[src/rtl/ps2_cmd_sched_if.sv]
// Requester, transceiver and scan-code bus bundle for ps2_cmd_sched.
interface ps2_cmd_sched_if;
    logic [2:0]  req_valid;
    logic [23:0] req_cmd;
    logic [2:0]  req_has_arg;
    logic [23:0] req_arg;
    logic [2:0]  req_grant;
    logic        rsp_valid;
    logic [1:0]  rsp_id;
    logic [1:0]  rsp_status;
    logic        tx_start;
    logic [7:0]  tx_byte;
    logic        tx_busy;
    logic        tx_done;
    logic        rx_valid;
    logic [7:0]  rx_byte;
    logic        scan_valid;
    logic [7:0]  scan_byte;
    logic        busy;

    // Scheduler side: drives grants, responses, transmit and scan outputs.
    modport master (
        input  req_valid, req_cmd, req_has_arg, req_arg,
        input  tx_busy, tx_done, rx_valid, rx_byte,
        output req_grant, rsp_valid, rsp_id, rsp_status,
        output tx_start, tx_byte, scan_valid, scan_byte, busy
    );

    // Environment side: requesters, transceiver and scan-code decoder.
    modport slave (
        output req_valid, req_cmd, req_has_arg, req_arg,
        output tx_busy, tx_done, rx_valid, rx_byte,
        input  req_grant, rsp_valid, rsp_id, rsp_status,
        input  tx_start, tx_byte, scan_valid, scan_byte, busy
    );
endinterface

[src/rtl/ps2_cmd_sched.sv]
// PS/2 host-command scheduler: round-robin grant, command/argument send,
// ACK/resend/timeout handling and forwarding of non-protocol receive bytes.
module ps2_cmd_sched #(
    parameter int unsigned TIMEOUT_CYC = 1000000,
    parameter int unsigned MAX_RETRY   = 3,
    parameter int unsigned TMR_W       = 20
) (
    input  logic           clk,
    input  logic           rst,
    ps2_cmd_sched_if.master bus
);

    localparam logic [7:0]       BYTE_ACK    = 8'hFA;
    localparam logic [7:0]       BYTE_RESEND = 8'hFE;
    localparam logic [1:0]       ST_OK       = 2'b00;
    localparam logic [1:0]       ST_RETRY    = 2'b01;
    localparam logic [1:0]       ST_TMO      = 2'b10;
    localparam logic [1:0]       RETRY_MAX   = 2'(MAX_RETRY);
    localparam logic [TMR_W-1:0] TMR_LAST    = TMR_W'(TIMEOUT_CYC - 1);

    typedef enum logic [2:0] {
        IDLE     = 3'd0,
        SEND_CMD = 3'd1,
        WAIT_CMD = 3'd2,
        SEND_ARG = 3'd3,
        WAIT_ARG = 3'd4,
        RESP     = 3'd5
    } state_t;

    state_t           state;
    logic [1:0]       rr_ptr;
    logic [1:0]       retry_cnt;
    logic [1:0]       cur_id;
    logic [7:0]       cur_cmd;
    logic [7:0]       cur_arg;
    logic             cur_has_arg;
    logic             sent;
    logic [TMR_W-1:0] timer;

    logic             win_found;
    logic [1:0]       win_idx;
    logic [1:0]       next_ptr;
    logic [2:0]       cand;
    logic             in_wait;
    logic             rx_ack;
    logic             rx_resend;
    logic             fwd;
    logic             rsp_fire;
    logic [1:0]       rsp_code;

    // Round-robin search starting at rr_ptr; the lowest offset with a request wins.
    always_comb begin
        win_found = 1'b0;
        win_idx   = 2'd0;
        cand      = 3'd0;
        for (int k = 2; k >= 0; k--) begin
            cand = {1'b0, rr_ptr} + 3'(k);
            if (cand >= 3'd3) begin
                cand = cand - 3'd3;
            end
            if (bus.req_valid[cand[1:0]]) begin
                win_found = 1'b1;
                win_idx   = cand[1:0];
            end
        end
        next_ptr = (win_idx == 2'd2) ? 2'd0 : win_idx + 2'd1;
    end

    // Protocol byte decode and end-of-transaction decision while waiting.
    always_comb begin
        in_wait   = (state == WAIT_CMD) || (state == WAIT_ARG);
        rx_ack    = bus.rx_valid && (bus.rx_byte == BYTE_ACK);
        rx_resend = bus.rx_valid && (bus.rx_byte == BYTE_RESEND);
        fwd       = bus.rx_valid && !(in_wait && (rx_ack || rx_resend));
        rsp_fire  = 1'b0;
        rsp_code  = ST_OK;
        if (in_wait) begin
            if (rx_ack) begin
                rsp_fire = !((state == WAIT_CMD) && cur_has_arg);
            end else if (rx_resend) begin
                if (retry_cnt >= RETRY_MAX) begin
                    rsp_fire = 1'b1;
                    rsp_code = ST_RETRY;
                end
            end else if (timer == TMR_LAST) begin
                rsp_fire = 1'b1;
                rsp_code = ST_TMO;
            end
        end
    end

    // Transaction FSM with registered outputs.
    always_ff @(posedge clk) begin
        if (rst) begin
            state          <= IDLE;
            rr_ptr         <= 2'd0;
            retry_cnt      <= 2'd0;
            cur_id         <= 2'd0;
            cur_cmd        <= 8'd0;
            cur_arg        <= 8'd0;
            cur_has_arg    <= 1'b0;
            sent           <= 1'b0;
            timer          <= '0;
            bus.req_grant  <= 3'd0;
            bus.rsp_valid  <= 1'b0;
            bus.rsp_id     <= 2'd0;
            bus.rsp_status <= 2'd0;
            bus.tx_start   <= 1'b0;
            bus.tx_byte    <= 8'd0;
            bus.scan_valid <= 1'b0;
            bus.scan_byte  <= 8'd0;
            bus.busy       <= 1'b0;
        end else begin
            bus.req_grant  <= 3'd0;
            bus.rsp_valid  <= 1'b0;
            bus.tx_start   <= 1'b0;
            bus.scan_valid <= fwd;
            if (fwd) begin
                bus.scan_byte <= bus.rx_byte;
            end

            case (state)
                IDLE: begin
                    if (win_found) begin
                        bus.req_grant <= 3'b001 << win_idx;
                        cur_id        <= win_idx;
                        cur_cmd       <= bus.req_cmd[{win_idx, 3'b000} +: 8];
                        cur_arg       <= bus.req_arg[{win_idx, 3'b000} +: 8];
                        cur_has_arg   <= bus.req_has_arg[win_idx];
                        rr_ptr        <= next_ptr;
                        retry_cnt     <= 2'd0;
                        sent          <= 1'b0;
                        bus.busy      <= 1'b1;
                        state         <= SEND_CMD;
                    end
                end
                SEND_CMD, SEND_ARG: begin
                    if (!sent) begin
                        if (!bus.tx_busy) begin
                            bus.tx_start <= 1'b1;
                            bus.tx_byte  <= (state == SEND_CMD) ? cur_cmd : cur_arg;
                            sent         <= 1'b1;
                        end
                    end else if (bus.tx_done) begin
                        sent  <= 1'b0;
                        timer <= '0;
                        state <= (state == SEND_CMD) ? WAIT_CMD : WAIT_ARG;
                    end
                end
                WAIT_CMD, WAIT_ARG: begin
                    if (rsp_fire) begin
                        bus.rsp_valid  <= 1'b1;
                        bus.rsp_id     <= cur_id;
                        bus.rsp_status <= rsp_code;
                        state          <= RESP;
                    end else if (rx_ack) begin
                        retry_cnt <= 2'd0;
                        state     <= SEND_ARG;
                    end else if (rx_resend) begin
                        retry_cnt <= retry_cnt + 2'd1;
                        state     <= (state == WAIT_CMD) ? SEND_CMD : SEND_ARG;
                    end else begin
                        timer <= timer + TMR_W'(1);
                    end
                end
                RESP: begin
                    bus.busy <= 1'b0;
                    state    <= IDLE;
                end
                default: begin
                    bus.busy <= 1'b0;
                    state    <= IDLE;
                end
            endcase
        end
    end

endmodule

[src/flat_wrapper.sv]
// flat-port wrapper written by rule: the top's interface ports become plain ports
module ps2_cmd_sched_flat 
#(
    parameter int unsigned TIMEOUT_CYC = 1000000,
    parameter int unsigned MAX_RETRY   = 3,
    parameter int unsigned TMR_W       = 20
)
  (clk, rst, bus_req_valid, bus_req_cmd, bus_req_has_arg, bus_req_arg, bus_tx_busy, bus_tx_done, bus_rx_valid, bus_rx_byte, bus_req_grant, bus_rsp_valid, bus_rsp_id, bus_rsp_status, bus_tx_start, bus_tx_byte, bus_scan_valid, bus_scan_byte, bus_busy);
  ps2_cmd_sched_if bus_i ();
  input  logic clk;
  input  logic rst;
  input wire logic [$bits(bus_i.req_valid)-1:0] bus_req_valid;
  input wire logic [$bits(bus_i.req_cmd)-1:0] bus_req_cmd;
  input wire logic [$bits(bus_i.req_has_arg)-1:0] bus_req_has_arg;
  input wire logic [$bits(bus_i.req_arg)-1:0] bus_req_arg;
  input wire logic [$bits(bus_i.tx_busy)-1:0] bus_tx_busy;
  input wire logic [$bits(bus_i.tx_done)-1:0] bus_tx_done;
  input wire logic [$bits(bus_i.rx_valid)-1:0] bus_rx_valid;
  input wire logic [$bits(bus_i.rx_byte)-1:0] bus_rx_byte;
  output wire logic [$bits(bus_i.req_grant)-1:0] bus_req_grant;
  output wire logic [$bits(bus_i.rsp_valid)-1:0] bus_rsp_valid;
  output wire logic [$bits(bus_i.rsp_id)-1:0] bus_rsp_id;
  output wire logic [$bits(bus_i.rsp_status)-1:0] bus_rsp_status;
  output wire logic [$bits(bus_i.tx_start)-1:0] bus_tx_start;
  output wire logic [$bits(bus_i.tx_byte)-1:0] bus_tx_byte;
  output wire logic [$bits(bus_i.scan_valid)-1:0] bus_scan_valid;
  output wire logic [$bits(bus_i.scan_byte)-1:0] bus_scan_byte;
  output wire logic [$bits(bus_i.busy)-1:0] bus_busy;
  assign bus_i.req_valid = bus_req_valid;
  assign bus_i.req_cmd = bus_req_cmd;
  assign bus_i.req_has_arg = bus_req_has_arg;
  assign bus_i.req_arg = bus_req_arg;
  assign bus_i.tx_busy = bus_tx_busy;
  assign bus_i.tx_done = bus_tx_done;
  assign bus_i.rx_valid = bus_rx_valid;
  assign bus_i.rx_byte = bus_rx_byte;
  assign bus_req_grant = bus_i.req_grant;
  assign bus_rsp_valid = bus_i.rsp_valid;
  assign bus_rsp_id = bus_i.rsp_id;
  assign bus_rsp_status = bus_i.rsp_status;
  assign bus_tx_start = bus_i.tx_start;
  assign bus_tx_byte = bus_i.tx_byte;
  assign bus_scan_valid = bus_i.scan_valid;
  assign bus_scan_byte = bus_i.scan_byte;
  assign bus_busy = bus_i.busy;
  ps2_cmd_sched #(.TIMEOUT_CYC(TIMEOUT_CYC), .MAX_RETRY(MAX_RETRY), .TMR_W(TMR_W)) u_core (.clk(clk), .rst(rst), .bus(bus_i));
endmodule
[config.mk]
export PLATFORM = sky130hd
export DESIGN_NAME = ps2_cmd_sched_flat
export DESIGN_NICKNAME = d
export VERILOG_FILES = /design/src/rtl/ps2_cmd_sched_if.sv /design/src/rtl/ps2_cmd_sched.sv /design/src/flat_wrapper.sv
export SDC_FILE = /design/constraint.sdc
export NUM_CORES = 1
export LEC_CHECK = 0
export CORE_MARGIN = 2
export CORE_UTILIZATION = 50
export CTS_BUF_LIST = sky130_fd_sc_hd__clkbuf_4
export DETAILED_ROUTE_END_ITERATION = 12
export DONT_BUFFER_PORTS = 1
export GPL_TIMING_DRIVEN = 0
export HOLD_SLACK_MARGIN = 0.08
export PLACE_DENSITY = 0.76
export SYNTH_ARGS = -nofsm -noshare
export SYNTH_HDL_FRONTEND = slang
export SYNTH_SLANG_ARGS = --single-unit
[constraint.sdc]
create_clock -name clk -period 2.2 [get_ports clk]
set_input_delay 0.44 -clock clk [delete_from_list [all_inputs] [get_ports clk]]
set_output_delay 0.44 -clock clk [all_outputs]
set_load 0.02 [all_outputs]
==> results.cfg <==
[critical_path]
cp.arrival_ps = 2490
cp-end-kind = register
cp_top_family = simple AND/OR/NAND/NOR gates
critPathRequiredTime_ps = 2480
critPathSlowestCell = dfxtp_2
slowest_delay_ps = 350
worst-path-buf-inv = 4
crit_chain = buf_6 -> ha_4 -> or2_4 -> and3_4 -> nor3b_4 -> clkbuf_8 -> buf_6 -> buf_6 -> mux2i_1 -> o221ai_1
cp_max_fo = 7
path_class = register to register
critPathLaunchType = register
path_common_cell = buf_6

[power_and_ir_drop]
seqPwrFrac_pct = 38.2
leakagePower_uw = 0.00165
swShare_pct = 38.6
powerDensity_nw_per_um2 = 1030
ir_drop_mv = 0.490
p_sw_uw = 1860
p_int_uw = 2960
clkPwrFrac_pct = 17.2
combPwrFrac_pct = 44.6

[clock_network]
clk_pin_slew_ps = 120
cts_root_buffer = clkbuf_4
cts_buffer_depth = 2
clock_latency_ps = 420
cts-hold-fix-buffers = 0
h-tree-depth = 3
numCtsBuffers = 9
clock-sinks = 74
cts_tree = built

[synthesis]
syn_inst = 474
ys_types = 63
ys_ff_latch = 74
synth.avg_cell_area_sq_um = 8.31
synthSimpleGateAreaFrac_pct = 25.8
synth_edf_count = 0
syn_nets = 545
ys_top_cells_by_count = dfxtp_1 (74), nand2_1 (44), nor2_1 (35), o21ai_0 (30), a21oi_1 (27)
ys.flop_type = dfxtp_1
synth_compound_area_share_pct = 22.9
synth_top_area_cell = dfxtp_1
muxShareOfSynthArea_pct = 6.13
synth_top_area_share_pct = 37.6
yosysSeqAreaShare_pct = 37.6
synth_fa_ha_area_share_pct = 1.27
synth_top_family_by_area = simple AND/OR/NAND/NOR gates
synth.area.top_cells = dfxtp_1 (38%), mux2i_1 (5.8%), nand2_1 (4.2%)
synth_xor_area_share_pct = 0.636
synth.yosys.warnings = 0
async_flop_share_pct = 0
netlist_area_sq_um = 3940
synth_most_common_cell = dfxtp_1

[min_path]
hp-class = input pin to register

[timing]
worst_slack_ps = -4.19
tns_ps = -4.19
finalCritPeriodShare_pct = 100
finClkSkew_ps = 9.53
fmax_ghz = 0.454
hold_violations = 0
setup_viol = 1
relSlewSlack_pct = 58.8
rsz0062_at_grt = yes
slew_viol_final = 0
finalCriticalPeriod_ps = 2200
worst_pin_slew_ps = 616

[detailed_routing]
drt_iter0_markers = 161
dr.pass1.iters = 4
drt-total-wl_um = 11400
wl_per_cell_um = 18.7
vias_per_cell = 6.28
ant_nets = 0
drc = 0
vias = 3838

[finish]
drive_above_1_share_pct = 20.4
syn2layout_area_growth_pct = 18.6
num-fill-cells = 663
nNetsFinal = 575
stdcell_area_sq_um = 4670
antennaDiodeCount = 0

[die]
die_area_sq_um = 8600
core_area_sq_um = 7690
die_h_um = 92.7
rows = 32
ioPinCount = 94
start_util_pct = 51.2
die_w_um = 92.7

[grt]
grt_pass1_vias = 3708
antenna_found_initial = 0
track_usage_pct = 25.5
grt_max_degree = 13
grt.overflow.total = 0
grt_pass1_wl_um = 17600

[placement]
portBuffers = 0
gp_congestion = 0.945
post_dp_cell_area_sq_um = 4090
dpl.hpwl_um = 7870

[run_status]
violations = negative setup slack
status = finished with violations

[run]
maxCapViolCount = 0
==> state kept, by name, indices dropped and copies added (netlist names) <==
| name | count |
|---|---|
| u_core.cur_has_arg | 1 |
| u_core.cur_cmd | 8 |
| u_core.bus.rsp_id | 2 |
| u_core.cur_id | 2 |
| u_core.bus.rsp_status | 2 |
| u_core.cur_arg | 8 |
| u_core.rr_ptr | 2 |
| u_core.bus.tx_start | 1 |
| u_core.bus.req_grant | 3 |
| u_core.timer | 20 |
| u_core.bus.rsp_valid | 1 |
| u_core.bus.scan_byte | 8 |
| u_core.bus.tx_byte | 8 |
| u_core.sent | 1 |
| u_core.bus.busy | 1 |
| u_core.state | 3 |
| u_core.bus.scan_valid | 1 |
| u_core.retry_cnt | 2 |
==> stage by stage <==
| step | util [%] | setup WS, ps | total power (uW) | std cells | hold WS, ps |
|---|---|---|---|---|---|
| 5_1_grt | 60.7 | -95.4 | 5070 | 611 | 143 |
| 3_5_place_dp | 53.1 | -483 | 3320 | 576 | 466 |
| 4_1_cts | 57.3 | 4.65 | 4450 | 600 | 148 |
| 2_1_floorplan | - | 19.5 | 2930 | 474 | 437 |
| 3_3_place_gp | 53.1 | -387 | 3270 | 576 | 450 |
| 6_report | 60.7 | -4.19 | 4830 | 611 | 159 |
==> power groups by stage <==
stage          Clock [uW]  Sequential (uW)  Combinational [uW]
2_1_floorplan           0             1790                1130
3_3_place_gp            0             1860                1410
3_5_place_dp            0             1860                1470
4_1_cts               841             1820                1790
5_1_grt               891             1860                2310
6_report              830             1840                2150
==> cell type report <==
| class | instances | area [sq um] | area share [%] |
|---|---|---|---|
| inverter | 20 | 75.1 | 1.61 |
| sequential | 74 | 1490 | 31.9 |
| buffer | 32 | 193 | 4.13 |
| timing repair buffer | 21 | 194 | 4.15 |
| tap | 102 | 128 | 2.73 |
| clock inverter | 6 | 57.6 | 1.23 |
| multi-input combinational | 346 | 2460 | 52.7 |
| clock buffer | 10 | 75.1 | 1.61 |
==> timing repair <==
item | CTS | global route
buffers inserted | 10 | 10
pin swaps | 9 | 16
gates cloned | 0 | 1
gates resized for setup | 35 | 43
endpoints found under the setup margin | 25 | 38
==> layer usage <==
metal / vias up / GRT usage [%] / wire length (um)
met5: - / 0 / 0
met4: 0 / 9.80 / 201
met3: 20 / 7.16 / 816
met2: 153 / 45.0 / 5840
met1: 1831 / 29.2 / 4550
li1: 1834 / - / -
==> kinds of logic after synthesis <==
logic type / after synthesis
compound gates: 128
mux: 24
buf+inv: 54
simple gates: 188
fa+ha+maj: 4
flops: 74
xor+xnor: 2
==> path summary, 6_finish.rpt <==
check	from	to	slack, ps	cells after the start
max reg2reg	u_core.rr_ptr[1]	u_core.cur_arg[3]	-4	10
max	u_core.rr_ptr[1]	u_core.cur_arg[3]	-4	10
min reg2reg	u_core.cur_id[1]	u_core.bus.rsp_id[1]	480	2
min	bus_req_cmd[18]	u_core.cur_cmd[2]	160	2
==> layout by cell type (no fill, tap or decap), types with 3 or more instances in the layout <==
master / count
a2111o_1: 8
a21oi_1: 25
a311oi_1: 8
and2_1: 5
buf_2: 6
buf_4: 18
buf_6: 7
clkbuf_1: 14
clkbuf_4: 13
dfxtp_1: 69
dfxtp_2: 5
inv_1: 20
mux2i_1: 22
nand2_1: 44
nand2b_1: 4
nand3_1: 15
nand3b_1: 8
nand4_1: 8
nand4b_1: 3
nor2_1: 34
nor3_1: 20
nor3b_1: 10
o2111ai_1: 8
o211ai_1: 3
o21ai_0: 24
o21ai_2: 5
o221ai_1: 9
o22ai_1: 3
o41ai_1: 3
o41ai_2: 5
or2_2: 6
or3_1: 3
Note: power is estimated with default switching activity, not from simulation.
